`config.mk`:
```
export PLATFORM = sky130hd
export DESIGN_NAME = btn_debounce_bank
export DESIGN_NICKNAME = d
export VERILOG_FILES = /design/src/rtl/btn_pkg.sv /design/src/rtl/btn_debounce_ch.sv /design/src/rtl/btn_debounce_bank.sv
export SDC_FILE = /design/constraint.sdc
export NUM_CORES = 1
export LEC_CHECK = 0
export BUFFER_PORTS_ARGS = -buffer_cell sky130_fd_sc_hd__buf_2
export CAP_MARGIN = 40
export CORE_MARGIN = 1.5
export CORE_UTILIZATION = 45
export CTS_BUF_LIST = sky130_fd_sc_hd__clkbuf_2
export DETAILED_ROUTE_END_ITERATION = 12
export HOLD_SLACK_MARGIN = 0.03
export PLACE_DENSITY = 0.62
export SLEW_MARGIN = 15
export SYNTH_ARGS = -nofsm -noshare
export SYNTH_HDL_FRONTEND = slang
export SYNTH_SLANG_ARGS = --single-unit
export TNS_END_PERCENT = 50
```
`constraint.sdc`:
```
create_clock -name CLK -period 5.3 [get_ports CLK]
set_clock_uncertainty 0.15 [all_clocks]
set_input_delay 1.06 -clock CLK [delete_from_list [all_inputs] [get_ports CLK]]
set_output_delay 1.06 -clock CLK [all_outputs]
set_load 0.05 [all_outputs]
```
`src/rtl/btn_pkg.sv`:
```
// Shared definitions for the push-button conditioner bank: FSM state
// encoding, LED mode constants and a state-to-level helper.
package btn_pkg;

    // Bit 1 of the encoding is the debounced level, so STATE comes straight
    // from a state flop without any decode.
    typedef enum logic [1:0] {
        UP      = 2'b00,
        DN_PEND = 2'b01,
        DOWN    = 2'b10,
        UP_PEND = 2'b11
    } btn_state_e;

    localparam logic MODE_MOMENTARY = 1'b0;
    localparam logic MODE_TOGGLE    = 1'b1;

    function automatic logic state_level(input btn_state_e s);
        return s[1];
    endfunction

endpackage

```
`src/rtl/btn_debounce_ch.sv`:
```
// One button channel: 2-flop synchroniser, debounce/long-press FSM with a
// single shared counter, and the LED drive register.
//
// Handshake note: this block has no valid/ready interfaces. PRESS, RELEASE
// and LONG are single-cycle strobes with no back-pressure; a consumer must
// sample them on the cycle they are high.
module btn_debounce_ch
    import btn_pkg::*;
#(
    parameter int DEBOUNCE_CYCLES = 1000000,
    parameter int LONG_CYCLES     = 50000000
) (
    input  logic CLK,
    input  logic RST,
    input  logic BTN,
    input  logic MODE,
    output logic STATE,
    output logic PRESS,
    output logic RELEASE,
    output logic LONG,
    output logic LED
);

    localparam int CNT_W = $clog2(LONG_CYCLES + 1);
    localparam logic [CNT_W-1:0] DEB_C   = CNT_W'(DEBOUNCE_CYCLES);
    localparam logic [CNT_W-1:0] LONG_C  = CNT_W'(LONG_CYCLES);
    localparam logic [CNT_W-1:0] CNT_ONE = CNT_W'(1);

    logic             sync0;
    logic             sync1;
    btn_state_e       state;
    logic [CNT_W-1:0] cnt;
    logic             long_done;
    logic             led_q;

    assign STATE = state_level(state);
    assign LED   = led_q;

    // Bring the asynchronous pin into the clock domain.
    always_ff @(posedge CLK or posedge RST) begin
        if (RST) begin
            sync0 <= 1'b0;
            sync1 <= 1'b0;
        end else begin
            sync0 <= BTN;
            sync1 <= sync0;
        end
    end

    // Debounce FSM; the counter measures stability while pending and hold
    // time while down. Pulses and the LED are registered alongside the state.
    always_ff @(posedge CLK or posedge RST) begin
        if (RST) begin
            state     <= UP;
            cnt       <= '0;
            long_done <= 1'b0;
            PRESS     <= 1'b0;
            RELEASE   <= 1'b0;
            LONG      <= 1'b0;
            led_q     <= 1'b0;
        end else begin
            PRESS   <= 1'b0;
            RELEASE <= 1'b0;
            LONG    <= 1'b0;
            // Momentary mode tracks the level; accepted transitions below
            // override this with the new level in the same cycle.
            if (MODE == MODE_MOMENTARY) begin
                led_q <= state_level(state);
            end
            case (state)
                UP: begin
                    if (sync1) begin
                        state <= DN_PEND;
                        cnt   <= CNT_ONE;
                    end else begin
                        cnt <= '0;
                    end
                end
                DN_PEND: begin
                    if (!sync1) begin
                        state <= UP;
                        cnt   <= '0;
                    end else if (cnt == DEB_C) begin
                        state <= DOWN;
                        cnt   <= '0;
                        PRESS <= 1'b1;
                        led_q <= (MODE == MODE_TOGGLE) ? ~led_q : 1'b1;
                    end else begin
                        cnt <= cnt + CNT_ONE;
                    end
                end
                DOWN: begin
                    if (!sync1) begin
                        state <= UP_PEND;
                        cnt   <= CNT_ONE;
                    end else if (cnt != LONG_C) begin
                        cnt <= cnt + CNT_ONE;
                        if ((cnt == LONG_C - CNT_ONE) && !long_done) begin
                            LONG      <= 1'b1;
                            long_done <= 1'b1;
                        end
                    end
                end
                UP_PEND: begin
                    // A bounce back to DOWN keeps the counter as is; long_done
                    // stays set so LONG cannot fire twice for one press.
                    if (sync1) begin
                        state <= DOWN;
                    end else if (cnt == DEB_C) begin
                        state     <= UP;
                        cnt       <= '0;
                        RELEASE   <= 1'b1;
                        long_done <= 1'b0;
                        if (MODE == MODE_MOMENTARY) begin
                            led_q <= 1'b0;
                        end
                    end else begin
                        cnt <= cnt + CNT_ONE;
                    end
                end
                default: begin
                    state <= UP;
                    cnt   <= '0;
                end
            endcase
        end
    end

endmodule

```
`src/rtl/btn_debounce_bank.sv`:
```
// Bank of N_CH independent push-button conditioners. Each bus bit maps to
// one btn_debounce_ch instance; channels share nothing but clock and reset.
module btn_debounce_bank
    import btn_pkg::*;
#(
    parameter int N_CH            = 4,
    parameter int DEBOUNCE_CYCLES = 1000000,
    parameter int LONG_CYCLES     = 50000000
) (
    input  logic            CLK,
    input  logic            RST,
    input  logic [N_CH-1:0] BTN,
    input  logic [N_CH-1:0] MODE,
    output logic [N_CH-1:0] STATE,
    output logic [N_CH-1:0] PRESS,
    output logic [N_CH-1:0] RELEASE,
    output logic [N_CH-1:0] LONG,
    output logic [N_CH-1:0] LED
);

    // One conditioner per button pin.
    for (genvar i = 0; i < N_CH; i++) begin : g_ch
        btn_debounce_ch #(
            .DEBOUNCE_CYCLES (DEBOUNCE_CYCLES),
            .LONG_CYCLES     (LONG_CYCLES)
        ) u_ch (
            .CLK     (CLK),
            .RST     (RST),
            .BTN     (BTN[i]),
            .MODE    (MODE[i]),
            .STATE   (STATE[i]),
            .PRESS   (PRESS[i]),
            .RELEASE (RELEASE[i]),
            .LONG    (LONG[i]),
            .LED     (LED[i])
        );
    end

endmodule

```
Word level (Yosys, flattened, before mapping)
Index checks and enable logic that the tools add are counted.
Cells by class
  add/sub/neg operators: 4
  shift operators: 0
  divide/modulo/power cells: 0
  bitwise operators: 4
  multipliers: 0
  reduce and logical (&&, ||, !) cells: 28
  muxes and demuxes: 148
  order comparisons: 0
  equality and inequality tests: 64
Operator list (number)
  two-way mux 26 bit: 20
  one-hot mux 26 bit (4 select lines): 4
  adder 26 x 1 -> 26 bit, second input constant: 4
  equality test 26 x 20 -> 1 bit, second input constant: 4
  equality test 26 bit, second input constant: 4
  inequality test 26 bit, second input constant: 4
  two-way mux 1 bit: 88
  two-way mux 2 bit: 24
  inequality test 2 x 1 -> 1 bit, second input constant: 20
  one-hot mux 2 bit (4 select lines): 4
  inequality test 3 bit, second input constant: 8
  AND reduction 6 bit: 4
  equality test 2 bit, second input constant: 8
  inequality test 2 bit, second input constant: 8
  one-hot mux 1 bit (2 select lines): 8
  AND reduction 4 bit: 4
  inequality test 3 x 1 -> 1 bit, second input constant: 4
  equality test 2 x 1 -> 1 bit, second input constant: 4
  zero test 2 bit: 4
  AND reduction 2 bit: 4
  nonzero test 2 bit: 4
  logical AND 1 bit: 4
  zero test 1 bit: 4
  NOT 1 bit: 4
Storage, ports and cells
  bits in registers: 140
  output and inout port bits: 20
  latch bits: 0
  memories kept: 0
  ROM bits: 0
  memory bits (writable): 0
  input bits: 10

Depth between registers and ports, before layout
Gate-level depths: netlist (run 1).
  word-level depth: 6
  depth in mapped cells: 8

Hierarchy
A second synthesis (run 1) with hierarchy kept.
Second synthesis, totals
  cells, all modules: 808
  area, all modules: 8074.0 um^2
By module, submodules not included
  btn_debounce_ch at g_ch[0].u_ch ...: seq. area each 875.8 um^2, instances 3, cells an instance 206, area each 2050.7 um^2
  btn_debounce_ch at g_ch[3].u_ch: seq. area each 875.8 um^2, instances 1, cells an instance 190, area each 1921.8 um^2

Worst setup path before layout (run 1)
No wires, ideal clock.
  path type: register to register
  start: register g_ch[0].u_ch.cnt[0]
  end: register g_ch[0].u_ch.cnt[25]
  clock period less this slack: 2.719 ns
  setup time: 0.142 ns
  cell stages (with the launch flop): 8
  setup slack: 2.581 ns
  arrival: 2.427 ns
  data required time: 5.008 ns
  path through: dfrtp_1 -> inv_1 -> ha_1 -> or4b_2 -> or4b_1 -> o31ai_4 -> o2bb2ai_2 -> o221ai_1
On the way
  longest elaborated chain between the ends: 4
  elaborated cells on any way between the ends: 11
  those cells by class: 1 x add/sub; 3 x eq/ne; 6 x mux; 1 x reduce/logical
RTL lines
  start: declaration: RTL line btn_debounce_ch.sv:32  | logic [CNT_W-1:0] cnt;
  start signal: assignment: RTL line btn_debounce_ch.sv:89  | cnt <= cnt + CNT_ONE;
  start signal: assignment: RTL line btn_debounce_ch.sv:97  | cnt <= cnt + CNT_ONE;
  start signal: assignment: RTL line btn_debounce_ch.sv:118  | cnt <= cnt + CNT_ONE;
  adder 26 x 1 -> 26 bit or equality test 26 x 20 -> 1 bit (tied branches)
  two-way mux 26 bit, on equally long branches: RTL line btn_debounce_ch.sv:83, btn_debounce_ch.sv:109, btn_debounce_ch.sv:96
  two-way mux 26 bit, on equally long branches: RTL line btn_debounce_ch.sv:107, btn_debounce_ch.sv:80, btn_debounce_ch.sv:93
  one-hot mux 26 bit (4 select lines): RTL line btn_debounce_ch.sv:70  | case (state)
Parallel ways exist; a longest one is shown, timed or not. The select of a mux whose other input is x is not followed.
A chain may end at the register's enable or synchronous reset.

Worst setup path after layout (run 1)
  start: register g_ch[3].u_ch.cnt[21]
  end: register g_ch[3].u_ch.cnt[20]
On the way
  longest elaborated chain between the ends: 4
  elaborated cells on any way between the ends: 8
  those cells by class: 3 x eq/ne; 4 x mux; 1 x reduce/logical
RTL lines (RTL line)
  start: declaration: btn_debounce_ch.sv:32
  start signal: assignment: btn_debounce_ch.sv:89
  start signal: assignment: btn_debounce_ch.sv:97
  start signal: assignment: btn_debounce_ch.sv:118
  equality test 26 x 20 -> 1 bit: btn_debounce_ch.sv:83, btn_debounce_ch.sv:109
  two-way mux 26 bit: btn_debounce_ch.sv:83, btn_debounce_ch.sv:109
  two-way mux 26 bit, on equally long branches: btn_debounce_ch.sv:107, btn_debounce_ch.sv:80
  one-hot mux 26 bit (4 select lines): btn_debounce_ch.sv:70
Parallel ways exist; a longest one is shown, timed or not. The select of a mux whose other input is x is not followed.

==> flow_results.xml, run 1 <==
<?xml version="1.0" encoding="UTF-8"?>
<metrics>
  <group name="synth">
    <metric name="ys_async_sr_fraction" unit="%">100.0</metric>
    <metric name="yosysSeqAreaShare" unit="%">43.85</metric>
    <metric name="yosysWarnings" unit="">0</metric>
    <metric name="ys_types" unit="">75</metric>
    <metric name="yosysTopAreaCell" unit="">dfrtp_1</metric>
    <metric name="post_synth_instance_area" unit="mm²">0.007989</metric>
    <metric name="count_of_flip_flops_with_a_built_in_enable_after_synthesis" unit="">0</metric>
    <metric name="syn-mean-instance-area" unit="µm²">9.344</metric>
    <metric name="synth_top_cells_by_area" unit="">dfrtp_1 44%, xor2_1 4.9%, nand4_1 4.1%, nor2_1 3.9%, nand3_1 3.8%</metric>
    <metric name="postSynthNetCount" unit="">874</metric>
    <metric name="synth.ff_latch_count" unit="">140</metric>
    <metric name="netlist.area_leader.share" unit="%">43.85</metric>
    <metric name="synth_ff_type" unit="">dfrtp_1</metric>
    <metric name="post_synth_inst_count" unit="">855</metric>
  </group>
  <group name="route">
    <metric name="drt.antenna.violating_nets" unit="">0</metric>
    <metric name="drc_violation_count_after_routing" unit="">0</metric>
    <metric name="detail_route.wl_per_cell" unit="µm">15.92</metric>
    <metric name="wirelength" unit="µm">17550</metric>
    <metric name="via_count" unit="">6478</metric>
    <metric name="vias_per_cell" unit="">5.878</metric>
    <metric name="detail_route.first_pass.iterations" unit="">5</metric>
    <metric name="drt_first_iter_violations" unit="">509</metric>
  </group>
  <group name="timing">
    <metric name="endpoints_failing_hold" unit="">0</metric>
    <metric name="slew-limit-headroom" unit="%">40.39</metric>
    <metric name="finalSetupViolations" unit="">0</metric>
    <metric name="grt_setup_unrepaired" unit="">no</metric>
    <metric name="final.period_utilization" unit="%">58.62</metric>
    <metric name="clock.fmax" unit="MHz">321.9</metric>
    <metric name="timing.final.max_slew_violations" unit="">0</metric>
    <metric name="max_slew.worst_pin.slew" unit="ns">0.8860</metric>
    <metric name="period_minus_slack" unit="ns">3.107</metric>
    <metric name="tns" unit="ns">0</metric>
  </group>
  <group name="cts">
    <metric name="clk_latency" unit="ns">0.73</metric>
    <metric name="path_clk_slew" unit="ns">0.20</metric>
    <metric name="tritoncts_num_sinks" unit="">140</metric>
    <metric name="clock_root_buffer" unit="">clkbuf_2</metric>
    <metric name="tritoncts" unit="">done</metric>
    <metric name="cts_hold_buf" unit="">0</metric>
    <metric name="cts-htree-levels" unit="">4</metric>
    <metric name="ctsResizeCount" unit="">0</metric>
    <metric name="clock_tree.buffer_depth" unit="">2</metric>
    <metric name="cts_made_buffers" unit="">17</metric>
    <metric name="postCtsSetupRepairBufs" unit="">0</metric>
  </group>
  <group name="cells_and_area">
    <metric name="multiInputGateArea" unit="mm²">0.003954</metric>
    <metric name="post_route_insts_no_fill" unit="">1102</metric>
    <metric name="synthToLayoutAreaGrowth" unit="%">5.685</metric>
    <metric name="seqCellArea" unit="mm²">0.003503</metric>
    <metric name="nFillCells" unit="">1660</metric>
    <metric name="finalInstanceArea" unit="mm²">0.008443</metric>
    <metric name="drive_gt1_share" unit="%">11.09</metric>
    <metric name="num-nets-final" unit="">882</metric>
  </group>
  <group name="floorplanning">
    <metric name="rows" unit="">48</metric>
    <metric name="core_area" unit="mm²">0.01730</metric>
    <metric name="die_h" unit="µm">136.2</metric>
    <metric name="top_level_ports" unit="">30</metric>
    <metric name="die_area" unit="mm²">0.01856</metric>
    <metric name="initial_cell_density_of_the_core" unit="%">46.19</metric>
    <metric name="die_width" unit="µm">136.2</metric>
  </group>
  <group name="global_routing">
    <metric name="grt_first_pass_wirelength" unit="µm">29660</metric>
    <metric name="maximum_number_of_pins_on_one_net_before_global_route_repair" unit="">73</metric>
    <metric name="gr-usage-all-layers" unit="%">19.90</metric>
    <metric name="grt_pass1_vias" unit="">6051</metric>
    <metric name="grt_remaining_overflow" unit="">0</metric>
    <metric name="initial_antenna_violation_count" unit="">2</metric>
  </group>
  <group name="setup_path">
    <metric name="critPathMaxFanout" unit="">24</metric>
    <metric name="critPathRequiredTime" unit="ns">5.75</metric>
    <metric name="worst_setup_path_end_kind" unit="">register</metric>
    <metric name="timing.critical_path.from_type" unit="">register</metric>
    <metric name="timing.critical_path.cells" unit="">or4b_1 &gt; or4_1 &gt; nor4_1 &gt; a211o_2 &gt; o221ai_1</metric>
    <metric name="worstPathArrival" unit="ns">3.56</metric>
    <metric name="slowest_delay" unit="ns">0.58</metric>
    <metric name="cpMaxStageDelayCell" unit="">nor4_1</metric>
    <metric name="critPathKind" unit="">reg -&gt; reg</metric>
  </group>
  <group name="place">
    <metric name="detailed_place_hpwl" unit="µm">11880</metric>
    <metric name="port_buffers" unit="">29</metric>
    <metric name="globalplace.congestion" unit="">0.8291</metric>
    <metric name="numPlacedInstances" unit="">1069</metric>
    <metric name="dpl-instance-area" unit="mm²">0.008177</metric>
  </group>
  <group name="run">
    <metric name="drv_cap" unit="">0</metric>
  </group>
  <group name="hold_path">
    <metric name="min-delay-path-class" unit="">reg -&gt; reg</metric>
  </group>
  <group name="power_and_ir_drop">
    <metric name="power_density" unit="mW/mm²">223.9</metric>
    <metric name="p_leak" unit="nW">3.393</metric>
    <metric name="vdd_drop_max" unit="V">0.0002108</metric>
  </group>
  <group name="outcome">
    <metric name="status" unit="">finished, final reports clean</metric>
  </group>
</metrics>
[cell usage in the layout, fill, tap and decap left out, types with 7 or more instances in the layout]
cell type,Yosys,routed
xnor2_1,19,19
buf_4,20,8
nor4_1,20,19
inv_1,49,48
nand3_1,60,60
nand2_1,46,46
o211ai_1,16,16
or3_1,8,8
and3_1,21,21
nand4_1,52,52
o22ai_1,19,18
buf_2,5,31
nand4b_1,7,7
or4_1,11,11
xor2_1,45,45
o21ai_0,22,22
nor2_1,83,83
nor3_1,22,22
dfrtp_1,140,140
nand2b_1,16,16
a32oi_1,15,15
a21oi_1,16,16
clkbuf_2,0,17
and2_1,7,7
ha_1,9,9
and4_1,8,8
[state kept, by name, summed over array words and instances (netlist names), named ones only]
register	count
g_ch.u_ch.cnt	104
g_ch.u_ch.PRESS	4
g_ch.u_ch.LONG	4
g_ch.u_ch.RELEASE	4
g_ch.u_ch.LED	4
g_ch.u_ch.state	4
g_ch.u_ch.long_done	4
g_ch.u_ch.sync1	4
g_ch.u_ch.sync0	4
[final timing paths]
kind                       cells after the start  slack [ns]                 start                    to
min                                            0        0.23    g_ch[1].u_ch.sync0    g_ch[1].u_ch.sync1
min reg2reg                                    0        0.23    g_ch[1].u_ch.sync0    g_ch[1].u_ch.sync1
max reg2reg                                    5        2.19  g_ch[3].u_ch.cnt[21]  g_ch[3].u_ch.cnt[20]
min in group asynchronous                      2        0.24                   RST   g_ch[3].u_ch.cnt[2]
max in group asynchronous                      3        3.78                   RST  g_ch[0].u_ch.cnt[25]
max                                            5        2.19  g_ch[3].u_ch.cnt[21]  g_ch[3].u_ch.cnt[20]
[logic make-up after synthesis]
kind of cell	Yosys count	synth area share, %
simple gates	407	28.55
flops	140	43.85
compound gates	127	11.61
buf+inv	102	6.813
xor+xnor	64	7.016
fa+ha+maj	10	1.535
mux	5	0.6265
[power by group]
part	switching [mW]	internal [mW]	leakage, nW
Sequential	0.0154	1.08	1.92
Clock	0.407	0.302	0.156
Combinational	0.0618	0.0265	1.32
[cell usage after synthesis (6+ instances only)]
| cell type | instances |
|---|---|
| nor2_1 | 83 |
| nor2b_1 | 6 |
| and3_1 | 21 |
| a21oi_1 | 16 |
| nand2b_1 | 16 |
| nor4bb_1 | 6 |
| buf_4 | 20 |
| nand4_1 | 52 |
| o211ai_1 | 16 |
| or3_1 | 8 |
| or4_1 | 11 |
| xor2_1 | 45 |
| dfrtp_1 | 140 |
| ha_1 | 9 |
| nor3_1 | 22 |
| a32oi_1 | 15 |
| clkbuf_1 | 19 |
| xnor2_1 | 19 |
| o22ai_1 | 19 |
| nand3_1 | 60 |
| nand4b_1 | 7 |
| inv_1 | 49 |
| o21ai_0 | 22 |
| nand2_1 | 46 |
| and4_1 | 8 |
| o221ai_1 | 6 |
| and2_1 | 7 |
| nor4_1 | 20 |
[metal layers]
layer / track usage (%) / vias to the layer above / routed length, µm
li1: - / 3139 / -
met1: 27.93 / 3177 / 8612
met2: 30.67 / 136 / 8050
met3: 4.773 / 26 / 648
met4: 5.496 / 0 / 234
met5: 0 / - / 0
[worst max-delay path: cells and delay by family, from the launching register on]
| kind | cells | cell delay [ns] |
|---|---|---|
| AOI/OAI and AO/OA | 2 | 0.70 |
| DFF | 1 | 0.47 |
| and+or+nand+nor | 3 | 1.67 |
[area by class of cell]
class                      count  area share (%)
antenna                        2         0.05928
clock buffer                  17           1.008
clock inverter                14           2.090
inverter                      49           2.238
multi-input combinational    613           46.83
sequential                   140           41.49
tap                          225           3.334
timing repair buffer          42           2.949
[stage by stage]
stage / setup WS [ns] / power, mW / utilization [%] / hold slack, ns
final: 2.193 / 1.890 / 48.81 / 0.2273
after global placement: 2.162 / 1.200 / 46.98 / 0.1828
after detailed placement: 2.190 / 1.203 / 47.27 / 0.1873
after CTS: 2.140 / 1.916 / 48.78 / 0.1866
after global routing: 1.955 / 1.970 / 48.80 / 0.1576
after floorplan: 0.3371 / 1.175 / - / 0.1812
(Power assumes the default switching activity.)
==> run 2, diff against run 1 <==
--- a/config.mk
+++ b/config.mk
@@ -5,6 +5,7 @@
 export SDC_FILE = /design/constraint.sdc
 export NUM_CORES = 1
 export LEC_CHECK = 0
+export ABC_AREA = 1
 export BUFFER_PORTS_ARGS = -buffer_cell sky130_fd_sc_hd__buf_2
 export CAP_MARGIN = 40
 export CORE_MARGIN = 1.5
==> constraint.sdc (replaced) <==
create_clock -name CLK -period 3.15 [get_ports CLK]
set_clock_uncertainty 0.15 [all_clocks]
set_input_delay 0.63 -clock CLK [delete_from_list [all_inputs] [get_ports CLK]]
set_output_delay 0.63 -clock CLK [all_outputs]
set_load 0.05 [all_outputs]
==> run 2 against run 1 <==
  * Register-to-register slack worse by 1.6 ns
  * Critical path type unchanged
  * Critical endpoint is now g_ch[2].u_ch.cnt[25]
  * Non-clock buffer count increased by 8
  * Highest routed layer unchanged
  * Worst setup slack worse by 1.6 ns
  * Die area increased by 27%
==> flow_results.xml, run 2 <==
<?xml version="1.0" encoding="UTF-8"?>
<metrics>
  <group name="outcome">
    <metric name="status" unit="">finished, final reports clean</metric>
  </group>
  <group name="timing">
    <metric name="timing.final.max_slew_violations" unit="">0</metric>
    <metric name="endpoints_failing_hold" unit="">0</metric>
    <metric name="max_slew.worst_pin.slew" unit="ns">0.6769</metric>
    <metric name="grt_setup_unrepaired" unit="">no</metric>
    <metric name="clock.fmax" unit="MHz">388.9</metric>
    <metric name="slew-limit-headroom" unit="%">54.70</metric>
    <metric name="tns" unit="ns">0</metric>
    <metric name="whs" unit="ns">0.1128</metric>
    <metric name="finalSetupViolations" unit="">0</metric>
    <metric name="final.period_utilization" unit="%">81.64</metric>
    <metric name="period_minus_slack" unit="ns">2.572</metric>
  </group>
  <group name="setup_path">
    <metric name="timing.critical_path.from_type" unit="">register</metric>
    <metric name="worst_setup_path_end_kind" unit="">register</metric>
    <metric name="critPathMaxFanout" unit="">15</metric>
    <metric name="critPathRequiredTime" unit="ns">3.64</metric>
    <metric name="critPathKind" unit="">reg -&gt; reg</metric>
    <metric name="worstPathArrival" unit="ns">3.06</metric>
  </group>
  <group name="route">
    <metric name="detail_route.wl_per_cell" unit="µm">14.14</metric>
    <metric name="drt.antenna.violating_nets" unit="">0</metric>
    <metric name="drc_violation_count_after_routing" unit="">0</metric>
    <metric name="vias_per_cell" unit="">5.348</metric>
    <metric name="drt_first_iter_violations" unit="">950</metric>
    <metric name="wirelength" unit="µm">26840</metric>
    <metric name="detail_route.first_pass.iterations" unit="">6</metric>
    <metric name="via_count" unit="">10150</metric>
  </group>
  <group name="power_and_ir_drop">
    <metric name="vdd_drop_max" unit="V">0.0001967</metric>
    <metric name="p_leak" unit="nW">5.152</metric>
    <metric name="power_density" unit="mW/mm²">465.7</metric>
    <metric name="report.power.total" unit="mW">5.025</metric>
  </group>
  <group name="floorplanning">
    <metric name="rows" unit="">54</metric>
    <metric name="core_area" unit="mm²">0.02203</metric>
    <metric name="die_h" unit="µm">153.7</metric>
    <metric name="die_area" unit="mm²">0.02362</metric>
    <metric name="top_level_ports" unit="">30</metric>
    <metric name="initial_cell_density_of_the_core" unit="%">46.39</metric>
    <metric name="die_width" unit="µm">153.7</metric>
  </group>
  <group name="synth">
    <metric name="post_synth_instance_area" unit="mm²">0.01022</metric>
    <metric name="synth.most_common_cell" unit="">nand2_1</metric>
    <metric name="synth_top_family_by_area" unit="">simple AND/OR/NAND/NOR gates</metric>
    <metric name="yosysTopAreaCell" unit="">dfrtp_1</metric>
    <metric name="ys_async_sr_fraction" unit="%">100.0</metric>
    <metric name="ys_types" unit="">43</metric>
    <metric name="post_synth_inst_count" unit="">1596</metric>
    <metric name="syn-mean-instance-area" unit="µm²">6.403</metric>
    <metric name="post_synth_most_frequent_cells" unit="">456 x nand2_1, 226 x nor2_1, 206 x inv_1</metric>
    <metric name="synthesized_area_fraction_occupied_by_ao_oa_aoi_and_oai_cells" unit="%">4.873</metric>
    <metric name="muxShareOfSynthArea" unit="%">0</metric>
    <metric name="synth.ff_latch_count" unit="">140</metric>
    <metric name="netlist.area_leader.share" unit="%">34.28</metric>
    <metric name="count_of_flip_flops_with_a_built_in_enable_after_synthesis" unit="">0</metric>
    <metric name="synthXorXnorAreaFrac" unit="%">1.629</metric>
    <metric name="synth_top_cells_by_area" unit="">dfrtp_1 34%, nand2_1 17%, nand3_1 8.4%, nor2_1 8.3%, inv_1 7.6%</metric>
    <metric name="synth-adder-area-share" unit="%">1.102</metric>
    <metric name="yosysSeqAreaShare" unit="%">34.28</metric>
    <metric name="yosysWarnings" unit="">0</metric>
    <metric name="synth_ff_type" unit="">dfrtp_1</metric>
    <metric name="synthSimpleGateAreaFrac" unit="%">46.50</metric>
    <metric name="postSynthNetCount" unit="">1615</metric>
  </group>
  <group name="global_routing">
    <metric name="maximum_number_of_pins_on_one_net_before_global_route_repair" unit="">92</metric>
    <metric name="grt_first_pass_wirelength" unit="µm">45440</metric>
    <metric name="initial_antenna_violation_count" unit="">1</metric>
    <metric name="gr-usage-all-layers" unit="%">23.42</metric>
    <metric name="grt_remaining_overflow" unit="">0</metric>
    <metric name="grt_pass1_vias" unit="">9253</metric>
  </group>
  <group name="cells_and_area">
    <metric name="num-nets-final" unit="">1623</metric>
    <metric name="top_register_by_number_of_flip_flops" unit="">g_ch.u_ch.cnt</metric>
    <metric name="largest_register_ffs" unit="">104</metric>
    <metric name="layout.cells.most_common_list" unit="">456 x nand2_1, 226 x nor2_1, 205 x inv_1</metric>
    <metric name="layout_commonest_cell" unit="">nand2_1</metric>
    <metric name="nFillCells" unit="">2318</metric>
    <metric name="synthToLayoutAreaGrowth" unit="%">5.595</metric>
    <metric name="drive_gt1_share" unit="%">7.545</metric>
  </group>
  <group name="cts">
    <metric name="clk_latency" unit="ns">0.72</metric>
    <metric name="postCtsSetupRepairBufs" unit="">0</metric>
    <metric name="path_clk_slew" unit="ns">0.24</metric>
    <metric name="cts_made_buffers" unit="">17</metric>
    <metric name="tritoncts" unit="">done</metric>
    <metric name="tritoncts_num_sinks" unit="">140</metric>
    <metric name="cts_hold_buf" unit="">7</metric>
    <metric name="ctsResizeCount" unit="">0</metric>
    <metric name="clock_tree.buffer_depth" unit="">2</metric>
    <metric name="clock_root_buffer" unit="">clkbuf_2</metric>
    <metric name="cts-htree-levels" unit="">4</metric>
  </group>
  <group name="place">
    <metric name="globalplace.congestion" unit="">0.9035</metric>
    <metric name="port_buffers" unit="">29</metric>
    <metric name="detailed_place_hpwl" unit="µm">19950</metric>
  </group>
  <group name="hold_path">
    <metric name="min-delay-path-class" unit="">in -&gt; reg</metric>
  </group>
  <group name="run">
    <metric name="drv_cap" unit="">0</metric>
  </group>
</metrics>
==> run 2: final timing paths <==
kind / slack, ns / depth (start not counted) / start / end
min in group asynchronous: 0.40 / 4 / RST / g_ch[0].u_ch.cnt[17]
hold / removal: 0.11 / 5 / MODE[3] / g_ch[3].u_ch.LED
hold reg to reg: 0.21 / 0 / g_ch[2].u_ch.sync0 / g_ch[2].u_ch.sync1
setup / recovery: 0.58 / 6 / register / g_ch[2].u_ch.cnt[25]
max in group asynchronous: 1.88 / 4 / RST / g_ch[1].u_ch.cnt[2]
setup reg to reg: 0.58 / 6 / register / g_ch[2].u_ch.cnt[25]
==> run 2: logic make-up after synthesis <==
kind of cell / Yosys count
AO/OA/AOI/OAI: 89
XOR/XNOR: 19
adder cells (fa/ha/maj): 9
buffers and inverters: 278
flip-flops: 140
AND/OR/NAND/NOR: 1061
==> run 2: layout make-up <==
class | count | area (µm²) | share of cell area, %
clock inverters | 14 | 161.4 | 1.496
inverters | 217 | 820.8 | 7.607
well taps | 280 | 350.3 | 3.247
diodes | 1 | 2.502 | 0.02319
repair buffers | 50 | 332.8 | 3.084
flip-flops and latches | 140 | 3503 | 32.47
clock buffers | 18 | 90.09 | 0.8349
multi-input cells | 1178 | 5529 | 51.24
==> run 2: critical path, cell delays in order (launching register included) <==
cell and delay (ns):
dfrtp_1 0.64, inv_1 0.13, nor2_1 0.44, nand3_2 0.36, nand2_1 0.49, nor2_2 0.14, nor2_1 0.13
==> run 2: layer usage <==
| metal | GRT usage (%) | part of all wire (%) | vias to the layer above |
|---|---|---|---|
| met1 | 33.51 | 49 | 4663 |
| li1 | - | - | 5176 |
| met3 | 3.749 | 5.4 | 22 |
| met4 | 5.270 | 1.2 | 0 |
| met5 | 0 | 0 | - |
| met2 | 37.19 | 44 | 290 |
==> run 2: metrics by stage <==
stage | instance area (µm²) | cells | setup slack, ns | utilization [%]
after global placement | 10470 | 1858 | 0.7832 | 47.52
after global routing | 10790 | 1898 | 0.4162 | 48.99
after detailed placement | 10470 | 1858 | 0.7165 | 47.52
after CTS | 10790 | 1897 | 0.6118 | 48.98
final | 10790 | 1898 | 0.5784 | 48.99
after floorplan | 10220 | 1596 | 0.6209 | -
==> run 2: report_power, final <==
part | total, mW | internal (mW) | switching (mW)
combinational | 1.73 | 0.466 | 1.26
sequential | 2.15 | 1.93 | 0.215
clock | 1.15 | 0.388 | 0.761
total | 5.03 | 2.79 | 2.24
